--- src/rtl/imm_gen_stage.sv ---
// RV32I immediate-generation pipeline stage: opcode classification, immediate
// gather/sign-extension, and a 2-entry skid buffer with valid/ready on both sides.
module imm_gen_stage #(
    parameter int TAG_WIDTH = 5
) (
    input  logic                 clk,
    input  logic                 reset_n,
    input  logic                 flush,
    input  logic                 in_valid,
    output logic                 in_ready,
    input  logic [31:0]          in_instr,
    input  logic [TAG_WIDTH-1:0] in_tag,
    output logic                 out_valid,
    input  logic                 out_ready,
    output logic [31:0]          out_imm,
    output logic [2:0]           out_fmt,
    output logic                 out_illegal,
    output logic [TAG_WIDTH-1:0] out_tag,
    output logic [1:0]           occupancy
);

    localparam logic [2:0] FMT_R   = 3'd0;
    localparam logic [2:0] FMT_I   = 3'd1;
    localparam logic [2:0] FMT_S   = 3'd2;
    localparam logic [2:0] FMT_B   = 3'd3;
    localparam logic [2:0] FMT_U   = 3'd4;
    localparam logic [2:0] FMT_J   = 3'd5;
    localparam logic [2:0] FMT_ILL = 3'd7;

    typedef struct packed {
        logic [31:0]          imm;
        logic [2:0]           fmt;
        logic                 illegal;
        logic [TAG_WIDTH-1:0] tag;
    } entry_t;

    entry_t dec_entry;
    entry_t main_entry;
    entry_t skid_entry;
    logic   main_valid;
    logic   skid_valid;
    logic   in_xfer;
    logic   out_xfer;

    // Decode the incoming word so the buffer only ever stores finished results.
    always_comb begin
        dec_entry         = '0;
        dec_entry.tag     = in_tag;
        case (in_instr[6:0])
            7'b0000011, 7'b0010011, 7'b1100111, 7'b1110011: begin
                dec_entry.fmt = FMT_I;
                dec_entry.imm = {{20{in_instr[31]}}, in_instr[31:20]};
            end
            7'b0100011: begin
                dec_entry.fmt = FMT_S;
                dec_entry.imm = {{20{in_instr[31]}}, in_instr[31:25], in_instr[11:7]};
            end
            7'b1100011: begin
                dec_entry.fmt = FMT_B;
                dec_entry.imm = {{19{in_instr[31]}}, in_instr[31], in_instr[7],
                                 in_instr[30:25], in_instr[11:8], 1'b0};
            end
            7'b0110111, 7'b0010111: begin
                dec_entry.fmt = FMT_U;
                dec_entry.imm = {in_instr[31:12], 12'b0};
            end
            7'b1101111: begin
                dec_entry.fmt = FMT_J;
                dec_entry.imm = {{11{in_instr[31]}}, in_instr[31], in_instr[19:12],
                                 in_instr[20], in_instr[30:21], 1'b0};
            end
            7'b0110011: begin
                dec_entry.fmt = FMT_R;
            end
            default: begin
                dec_entry.fmt     = FMT_ILL;
                dec_entry.illegal = 1'b1;
            end
        endcase
    end

    // in_ready depends only on registered state, so out_ready never reaches it.
    assign in_ready  = !skid_valid;
    assign in_xfer   = in_valid && in_ready;
    assign out_xfer  = main_valid && out_ready;

    // Main register feeds the output; skid catches one entry while downstream stalls.
    always_ff @(posedge clk or negedge reset_n) begin
        if (!reset_n) begin
            main_valid <= 1'b0;
            skid_valid <= 1'b0;
            main_entry <= '0;
            skid_entry <= '0;
        end else if (flush) begin
            main_valid <= 1'b0;
            skid_valid <= 1'b0;
        end else if (out_xfer || !main_valid) begin
            if (skid_valid) begin
                main_entry <= skid_entry;
                main_valid <= 1'b1;
                skid_valid <= 1'b0;
            end else if (in_xfer) begin
                main_entry <= dec_entry;
                main_valid <= 1'b1;
            end else begin
                main_valid <= 1'b0;
            end
        end else if (in_xfer) begin
            skid_entry <= dec_entry;
            skid_valid <= 1'b1;
        end
    end

    assign out_valid   = main_valid;
    assign out_imm     = main_entry.imm;
    assign out_fmt     = main_entry.fmt;
    assign out_illegal = main_entry.illegal;
    assign out_tag     = main_entry.tag;
    assign occupancy   = {1'b0, main_valid} + {1'b0, skid_valid};

endmodule
--- config.mk ---
export PLATFORM = sky130hd
export DESIGN_NAME = imm_gen_stage
export DESIGN_NICKNAME = d
export VERILOG_FILES = /design/src/rtl/imm_gen_stage.sv
export SDC_FILE = /design/constraint.sdc
export NUM_CORES = 1
export LEC_CHECK = 0
export ABC_AREA = 1
export CAP_MARGIN = 20
export CELL_PAD_IN_SITES_DETAIL_PLACEMENT = 1
export CELL_PAD_IN_SITES_GLOBAL_PLACEMENT = 1
export CORE_MARGIN = 2
export CORE_UTILIZATION = 41
export DETAILED_ROUTE_END_ITERATION = 8
export HOLD_SLACK_MARGIN = 0.05
export PLACE_DENSITY = 0.91
export SETUP_SLACK_MARGIN = 0.4
export SLEW_MARGIN = 40
export SYNTH_ARGS = -nofsm -noshare
export SYNTH_HDL_FRONTEND = slang
export SYNTH_SLANG_ARGS = --single-unit
export TNS_END_PERCENT = 100
--- constraint.sdc ---
create_clock -name clk -period 2.7 [get_ports clk]
set_clock_uncertainty 0.05 [all_clocks]
set_input_delay 0.405 -clock clk [delete_from_list [all_inputs] [get_ports clk]]
set_output_delay 0.405 -clock clk [all_outputs]
set_load 0.01 [all_outputs]
* Word level (Yosys, flattened, before mapping)
Cells that the tools add are included.
** Word-level totals
- Flip-flop bits (word level) :: 84
- Latch bits :: 0
- Bits in writable memories :: 0
- Bits in read-only memories :: 0
- Input port bits :: 42
- Output and inout bits :: 45
- Word-level logic and storage cells :: 48
- Memories :: 0
** Operators by class
- Add/subtract/negate cells :: 1
- $mul :: 0
- Div/mod/pow operators :: 0
- Order comparisons :: 0
- Equality and inequality tests :: 10
- Shift operators :: 0
- Mux-type cells :: 12
- Bitwise operators :: 2
- Reduce and logical (&&, ||, !) cells :: 13
** Operators by type and width (count)
- $pmux 32 s5 :: 1
- $mux 41 :: 2
- $eq 7x7->1 const B :: 4
- $eq 7x6->1 const B :: 3
- $pmux 3 s6 :: 1
- $eq 7x5->1 const B :: 2
- $reduce_or 10->1 :: 1
- $mux 1 :: 8
- $eq 7x2->1 const B :: 1
- $reduce_and 3->1 :: 2
- $reduce_bool 2->1 :: 2
- $reduce_or 4->1 :: 1
- $reduce_bool 3->1 :: 1
- $add 1x1->2 :: 1
- $logic_and 1x1->1 :: 2
- $logic_not 1->1 :: 2
- $not 1->1 :: 2
- $reduce_or 2->1 :: 1
- $logic_or 1x1->1 :: 1

* Logic depth before layout (Yosys ltp)
- Depth in word-level cells :: 6
- Mapped depth :: 12
- Gate-level depth less buffers :: 11

* Worst setup path before layout
OpenSTA, ideal clock, no wires.
- Path kind :: input port to flip-flop
- Start :: in in_instr[1]
- End :: reg main_entry (netlist bit out_imm[20])
- Setup time :: 0.116 ns
- Arrival time :: 1.313 ns
- Data required time :: 2.534 ns
- Slack :: 1.221 ns
- Stages :: 11
- Buffers on the path :: 1
- Cell sequence :: nand2_2 -> inv_2 -> nand2_1 -> nor2_2 -> nand2_1 -> clkinv_2 -> buf_6 -> nor2_2 -> nand3_1 -> nand2_1 -> nand2_1
** On the way
- Cells in the longest elaborated chain, start to end :: 5
- Elaborated cells between the ends (all ways) :: 14
- Those cells by class :: eq/ne (9); mux (3); reduce/logical (2)
** RTL lines
- start, declared :: RTL line 11 : input logic [31:0] in_instr,
- $eq 7x2->1 (tied with other cells) :: RTL line 49 : case (in_instr[6:0])
- $reduce_or 4->1 / $reduce_or 2->1 (equally long branches) :: RTL line 49
- $pmux 32 s5 * :: RTL line 49
- $mux 41 * :: RTL line 102 : end else if (in_xfer) begin
- $mux 41 * :: RTL line 98 : if (skid_valid) begin
- end signal, assigned :: RTL line 99 : main_entry <= skid_entry;
- end signal, assigned :: RTL line 103 : main_entry <= dec_entry;
- end, declared :: RTL line 38 : entry_t main_entry;
Mark *: on every way between the ends. The rest lies on a longest branch, timed or not. The select of a mux whose other input is x is not followed.
A chain may end at the register's enable or synchronous reset.

* Worst setup path in the final report
- Start :: reg skid_valid
- End :: out occupancy[0]
** On the way
- Cells in the longest elaborated chain, start to end :: 1
** RTL lines
- start, declared :: RTL line 41 : logic skid_valid;
- start signal, assigned :: RTL line 91 : skid_valid <= 1'b0;
- start signal, assigned :: RTL line 96 : skid_valid <= 1'b0;
- start signal, assigned :: RTL line 101 : skid_valid <= 1'b0;
- $add 1x1->2 :: RTL line 119 : assign occupancy = {1'b0, main_valid} + {1'b0, skid_valid};
- end, declared :: RTL line 19 : output logic [1:0] occupancy
No other way between the ends.

==> metrics <==
status finished clean; first-pass GRT wire length 21.6 mm; Die ar. roughly 12,000 um2; GRT Total Usage between 20% and 30%; CP arrival ~1700 ps; Final Power approximately 3.0 mW; routability cong. 0.820; CP Cell Sequence ha_1 -> clkdlybuf4s50_1; drt pass-1 iters 4; initial antenna violation count 0; power share of the combinational group roughly a fifth; synth warn 0; syn nets 620; Sw Share between 20 and 30%; # IOs 87; Yosys top cell area share approximately 48%; Area growth, synth to finish 25.0%; register area share after synthesis 47.5%; setup TNS 0 ps; RSZ-0062 raised after global routing no; critical path type reg -> out; CTS Buf Count 9; Mapped Area 4420 um2; # diodes 0; Max VDD drop approximately 220 uV; post-layout min period between 2000 and 2500 ps; CTS max path bufs 2; sequential fraction of design power between 50% and 60%; Slew Viols, Final 0; via density per instance 5.31; P_sw just over 0.9 mW; Mapped Cells about 580; slowest cell on the critical path dfrtp_2; period utilization 80.6%; R2R Setup Slk roughly 880 ps; die width 108 um; WL per Instance ~16 um; Setup crit start skid_valid$_DFFE_PN0P_; slowest stage delay, CP roughly 520 ps; Initial Utilization a little over two fifths; Cell variety after synth 33; worst slew pin tran between 500 and 600 ps; DRC viols 0; Leakage about 2.8 nW; largest net degree at the start of global routing 53; final wirelength 12.9 mm; Overflow after GRT 0; Worst Hold Class reg -> reg; Finish-stage setup viols 0; clock power share between 20% and 30%; via count approximately 4.2k; post-DP HPWL about 9.3 mm; number of global-route vias before repair 4,392; Cell Rows 37; Routed Antenna Nets 0; depth of the CTS H-tree 3; TritonCTS clock tree done; clock slew at reported path FFs roughly 80 ps; port bufs 86; Cell Count, Final, Fillers Out slightly below 800; Worst-Skew Late Latency about 370 ps; Seq cells post-synth 84; clk root buf clkbuf_8; area leader, netlist dfrtp_1; Placed Cells about 770; relative slew slack between 60% and 70%; Crit. End Element output port; f_max ~460 MHz; hold_sp out_imm[2]$_DFFE_PN0P_; drt initial violations roughly 210; top post-synthesis cells by area dfrtp_1 (48%), nand2_1 (13%), nor2_1 (8.7%), nand3_1 (6.2%), a31oi_1 (3.8%); Worst Path Required 2250 ps; PwrDens 551 nW/um2; internal power roughly 2.1 mW; Sink Count 84; reg2reg start skid_valid$_DFFE_PN0P_; Die Y approximately 110 um; final net count 693; Worst Path Max Fanout 9; Avg Cell Area, Syn ~7.7 um2; critical path startpoint category register; CORE AREA about 10,000 um2; Fin. Hold Viols 0; max-cap viol count 0; fraction of layout cells with a size suffix above 1 a little under an eighth; setup bufs post-CTS 0
## power groups by stage
stage / logic [mW] / registers (mW) / clock network [mW]
after floorplan: 0.301 / 1.60 / 0
final: 0.644 / 1.59 / 0.815
after CTS: 0.653 / 1.58 / 0.826
after detailed placement: 0.646 / 1.61 / 0
after global routing: 0.720 / 1.61 / 0.878
after global placement: 0.612 / 1.59 / 0
## cells by family after synthesis
kind of cell	Yosys count	synth area share, %
AOI/OAI and AO/OA	70	9.28
adders and majority gates	1	0.283
buffers and inverters	64	7.10
DFF	84	47.5
and+or+nand+nor	358	35.8
## flip-flops by register name, summed over array words and instances, names as in the netlist
register and flops:
out_fmt 3, out_illegal 1, out_imm 32, out_tag 5, out_valid 1, skid_entry 41, skid_valid 1
## Yosys cell counts (all sizes together)
library cell,number
clkbuf,10
o211ai,1
nor3,2
ha,1
nand2,174
dfrtp,84
o21ai,21
nor2,116
clkinv,1
a31oi,28
nand3,57
or2,7
a21boi,5
nand4,2
a21oi,15
buf,23
inv,30
## layout by cell type, fill, tap and decap left out, types with 2 or more instances in the layout
cell / Yosys / final
nand2_1: 156 / 155
nor2_1: 103 / 102
clkdlybuf4s50_1: 0 / 85
dfrtp_1: 84 / 83
nand3_1: 55 / 55
a31oi_1: 27 / 27
inv_1: 24 / 24
nand2_2: 14 / 15
a21oi_1: 14 / 14
o21ai_1: 13 / 13
nor2_2: 11 / 12
clkbuf_8: 0 / 10
o21ai_0: 8 / 8
or2_2: 7 / 7
buf_4: 2 / 7
inv_2: 5 / 5
a21boi_0: 5 / 5
nand2_4: 4 / 4
clkinv_2: 1 / 3
nand3_2: 2 / 2
clkinvlp_4: 0 / 2
clkbuf_1: 10 / 2
buf_12: 0 / 2
## metal layers
| metal | GRT usage (%) | wire length (um) | vias to the layer above |
|---|---|---|---|
| li1 | - | - | 1997 |
| met1 | 29.7 | 5390 | 2075 |
| met2 | 41.4 | 6750 | 105 |
| met3 | 3.03 | 474 | 27 |
| met4 | 9.43 | 320 | 0 |
| met5 | 0 | 0 | - |
## worst paths after layout
kind / end / cells after the start
hold reg to reg: out_imm[2]$_DFFE_PN0P_ / 2
min in group asynchronous: skid_entry[4]$_DFFE_PN0P_ / 2
setup / recovery: occupancy[0] / 2
max in group asynchronous: out_imm[24]$_DFFE_PN0P_ / 3
hold / removal: out_imm[2]$_DFFE_PN0P_ / 2
setup reg to reg: out_illegal$_DFFE_PN0P_ / 6
## stage by stage
stage	utilization [%]	area [um2]	worst slack, ps	hold WS, ps
global placement	51.3	5350	308	350
global route	53.1	5530	458	460
finish	53.1	5530	523	440
detailed placement	51.3	5350	223	361
floorplan	-	4420	1220	59.4
CTS	53.0	5530	405	436
## timing repair
action                                 CTS  global route
setup endpoints to repair                0             4
hold buffers                             1             0
resized for setup                        0             2
endpoints found under the hold margin   37             0
## worst max-delay path: cells and delay by family, from the launching register on
family                     cells  cell delay, ps
buffers and inverters          1             520
adders and majority gates      1             320
DFF                            1             520
## cell type report
class | count | area, um2
fillers | 1313 | 4890
flip-flops and latches | 84 | 2100
multi-input cells | 429 | 2010
repair buffers | 95 | 953
well taps | 136 | 170
clock buffers | 12 | 145
inverters | 31 | 120
clock inverters | 4 | 25.0
Power figures use the tool's default switching activity.
==> edit 1, RTL diff (same settings) <==
Set the parameter `TAG_WIDTH` to 10 (it was 5).
--- a/src/rtl/imm_gen_stage.sv
+++ b/src/rtl/imm_gen_stage.sv
@@ -2,5 +2,5 @@
 // gather/sign-extension, and a 2-entry skid buffer with valid/ready on both sides.
 module imm_gen_stage #(
-    parameter int TAG_WIDTH = 5
+    parameter int TAG_WIDTH = 10
 ) (
     input  logic                 clk,
Ports: changed (resized in_tag and out_tag); port bits go from 87 to 97. No check against the original RTL was run, so the function may have changed too.
==> edit 1 against the original RTL <==
  * First-iteration DRC count shrank 0.96%
  * Final cell count is 9.7% higher
  * Setup slack lost 52 ps
  * Worst hold slack got worse by 9.4 ps
  * Global-route usage shrank 0.22 points
  * Total power grew 23%
  * Critical path depth unchanged
  * Synthesized area rose by 6.9%
  * Die area is 6.6% higher
  * Maximum frequency fell by 2.3%
  * Final area increased by 10%
  * Wire length rose by 9.9%
  * Sequential cell count is 10 higher
  * Critical path type unchanged
  * Critical endpoint unchanged
  * Largest power group unchanged
==> edit 1: results <==
[yosys]
netlist_instances = 638
ys_types = 27
ys_top_cells_by_count = "223 x nand2_1, 113 x nor2_1, 94 x dfrtp_1, 49 x nand3_1, 28 x inv_1"
yosys-top-cells-area = "dfrtp_1 50%, nand2_1 18%, nor2_1 9.0%"

[global_routing]
grt_usage_pct = 23.5
grt_start_max_net_pins = 89
grt_pass1_wl_um = 23700
grt_pass1_vias = 4762

[placed_design]
io_buffers = 96
place_area_um2 = 5790
dp_cells = 851
finalWeightedCongestion = 0.900
dp_hpwl_um = 9920

[worst_hold_path]
hold_start = "out_imm[24]"

[power]
pg_clk_uw = 1280
power_uw = 3750
intPower_uw = 2700
max-vdd-ir-drop_mv = 0.290
p_seq_uw = 1750

[finish]
multi_input_area_share_pct = 34.3
buffers_excl_clock = 105
inverters = 30
fillers = 1423
finalNonFillerCells = 868
clock_area_share_pct = 4.88
regArea_um2 = 2350
buf_share_pct = 17.5
largest_reg_flops = 46

[setup_path]
r2r_slack_ps = 730
worstReg2RegEnd = "out_imm[31]"

[clocking]
cts_sinks = 94
clk-insertion-delay-late_ps = 350

[routing]
vias = 4592

[status]
status = "complete, no violations"
edit 1: cell count changes in the layout (fill, tap and decap cells not counted), sizes merged, moves of 2 or more:
| cell | delta |
|---|---|
| nand2 | +52 |
| o21ai | +20 |
| a21oi | -11 |
| clkdlybuf4s50 | +10 |
| dfrtp | +10 |
| a31oi | -8 |
| nand3 | -8 |
| nand4 | +6 |
| clkbuf | -3 |
| or2 | +2 |
edit 1: cells by family after synthesis:
group	synth area share (%)
AO/OA/AOI/OAI	8.28
adder cells (fa/ha/maj)	0.265
buffers and inverters	6.09
flip-flops	49.8
AND/OR/NAND/NOR	35.6
edit 1: worst min-delay path: cells and delay by family, from the launching register on:
| kind | cells | cell delay, ps |
|---|---|---|
| flops | 1 | 340 |
| simple gates | 2 | 100 |
edit 1: per-layer routing:
metal | global-route usage, % | routed length, um | vias up
met5 | 0 | 0 | -
met4 | 8.40 | 246 | 0
met3 | 3.70 | 508 | 18
met2 | 40.2 | 7160 | 99
met1 | 30.5 | 6290 | 2286
li1 | - | - | 2189
==> edit 2, RTL diff (same flow settings) <==
Without the edit above. Reset style: synchronous (`reset_n`), changed in one clocked block.
--- a/src/rtl/imm_gen_stage.sv
+++ b/src/rtl/imm_gen_stage.sv
@@ -86,5 +86,5 @@
 
     // Main register feeds the output; skid catches one entry while downstream stalls.
-    always_ff @(posedge clk or negedge reset_n) begin
+    always_ff @(posedge clk) begin
         if (!reset_n) begin
             main_valid <= 1'b0;
Check against the original RTL: differs if reset_n is asserted again (counterexample within 4 cycles, from zero or initial values and one cycle with reset_n low); with reset_n held inactive, the same outputs for 4 cycles.
==> edit 2 against the original RTL <==
  * Final area shrank 4.4%
  * Largest cell class is now multi-input combinational cells
  * Count of clock-buffer cells in the layout shrank 3
  * Critical path depth is the same
  * Total power shrank 13%
  * Largest power group unchanged
  * Setup slack gained 39 ps
  * Wire length grew 5.9%
  * Sequential cell count is the same
  * Synthesized area shrank 4.9%
==> edit 2: results <==
[setup_path]
critPathSlowestCell = "dfxtp_1"
rr_worst_depth = 7
cp_top_family = "flip-flops"
cp_max_fo = 9
max_stage_delay_ps = 540

[placed_design]
finalWeightedCongestion = 0.958
dp_hpwl_um = 9130
io_buffers = 86
pre_cts_ws_ps = 295
dp_cells = 805

[routing]
via_per_inst = 5.29
drt-initial-drc-count = 204
drt_first_pass_iters = 4
wl_um = 13700

[global_routing]
grt_usage_pct = 25.0
met1_usage_pct = 30.3
grt_pass1_wl_um = 22600
grt_start_max_net_pins = 54
grt_pass1_vias = 4720
grt_use_met2_pct = 44.6
antenna_found_initial = 0
grt_util_met3_pct = 3.28

[yosys]
synth.most_common_cell = "nand2_1"
ys_types = 30
ys_top_cells_by_count = "101 x nand2_1, 93 x nor2_1, 84 x dfxtp_1, 83 x a21oi_1, 70 x o21ai_0"
yosys_warnings = 0
synth_nets = 659
yosysSeqAreaShare_pct = 40.0
synthArstFlopShare_pct = 0
netlist_instances = 616
yosys-top-cells-area = "dfxtp_1 40%, a21oi_1 9.9%, nand2_1 9.0%"

[clocking]
cts_buffer_depth = 2
cts-resized-gates = 0
path_clk_slew_ps = 110
post-cts-setup-buffers = 0
cts-root-buf = "clkbuf_8"
clk-insertion-delay-late_ps = 360
h-tree-depth = 3
cts_buffers = 9

[finish]
drive_gt1_share_pct = 9.30
n_antenna_cell = 0
largest_reg_flops = 41
fillers = 1271
finalNonFillerCells = 821
fin_nets = 726
registers.top_by_ff_count = "skid_entry"

[status]
status = "complete, no violations"

[worst_hold_path]
holdPathStages = 2
hold_path_class = "register to register"

[timing]
worst_slew_pin_slew_ps = 538

[power]
p_leak_uw = 0.00245
max-vdd-ir-drop_mv = 0.353
-- edit 2: cell count changes in the layout (fill, tap and decap cells not counted), sizes merged, moves of 23 or more --
cell	delta
dfxtp	+84
a31oi	-23
nand2	-62
o21ai	+72
a21oi	+70
nand3	-39
dfrtp	-84
inv	+45
-- edit 2: power by group --
| part | leakage (uW) | switching, uW | internal (uW) |
|---|---|---|---|
| logic | 0.00167 | 207 | 182 |
| clock network | 0.000103 | 508 | 443 |
| registers | 0.000685 | 29.8 | 1290 |
| total | 0.00245 | 745 | 1910 |
-- edit 2: cell type report --
cell class	count	area [um2]	area share, %
multi-input cells	421	2020	38.3
clock buffers	9	124	2.34
repair buffers	94	933	17.7
flip-flops and latches	84	1680	31.8
clock inverters	7	80.1	1.51
well taps	133	166	3.15
inverters	73	279	5.28
-- edit 2: through the flow --
stage	instance area, um2	total power (uW)
global placement	5080	1720
CTS	5290	2670
global route	5290	2760
floorplan	4210	1520
finish	5290	2660
detailed placement	5080	1730
-- edit 2: tightest hold or removal path, cell delays in order, from the launching register on --
cell and delay [ps]:
dfxtp_1 330, nand2_1 60, a31oi_1 70
-- edit 2: path summary, 6_finish.rpt --
path	startpoint	endpoint	slack [ps]
max	skid_valid	occupancy[0]	560
min	skid_entry[0]	out_tag[0]	440
max reg2reg	skid_valid	out_imm[9]	930
min reg2reg	skid_entry[0]	out_tag[0]	440
-- edit 2: cells by family (layout without fill, tap and decap cells) --
logic type	after synthesis	after routing	synth area share [%]
and+or+nand+nor	237	237	25.4
adders and majority gates	1	1	0.297
buffers and inverters	111	183	12.0
AOI/OAI and AO/OA	183	183	22.4
DFF	84	84	40.0
-- edit 2: layer usage --
layer	wire length, um	share of wire, %
met5	0	0
met4	312	2.3
met3	477	3.5
met2	6950	51
met1	5960	44
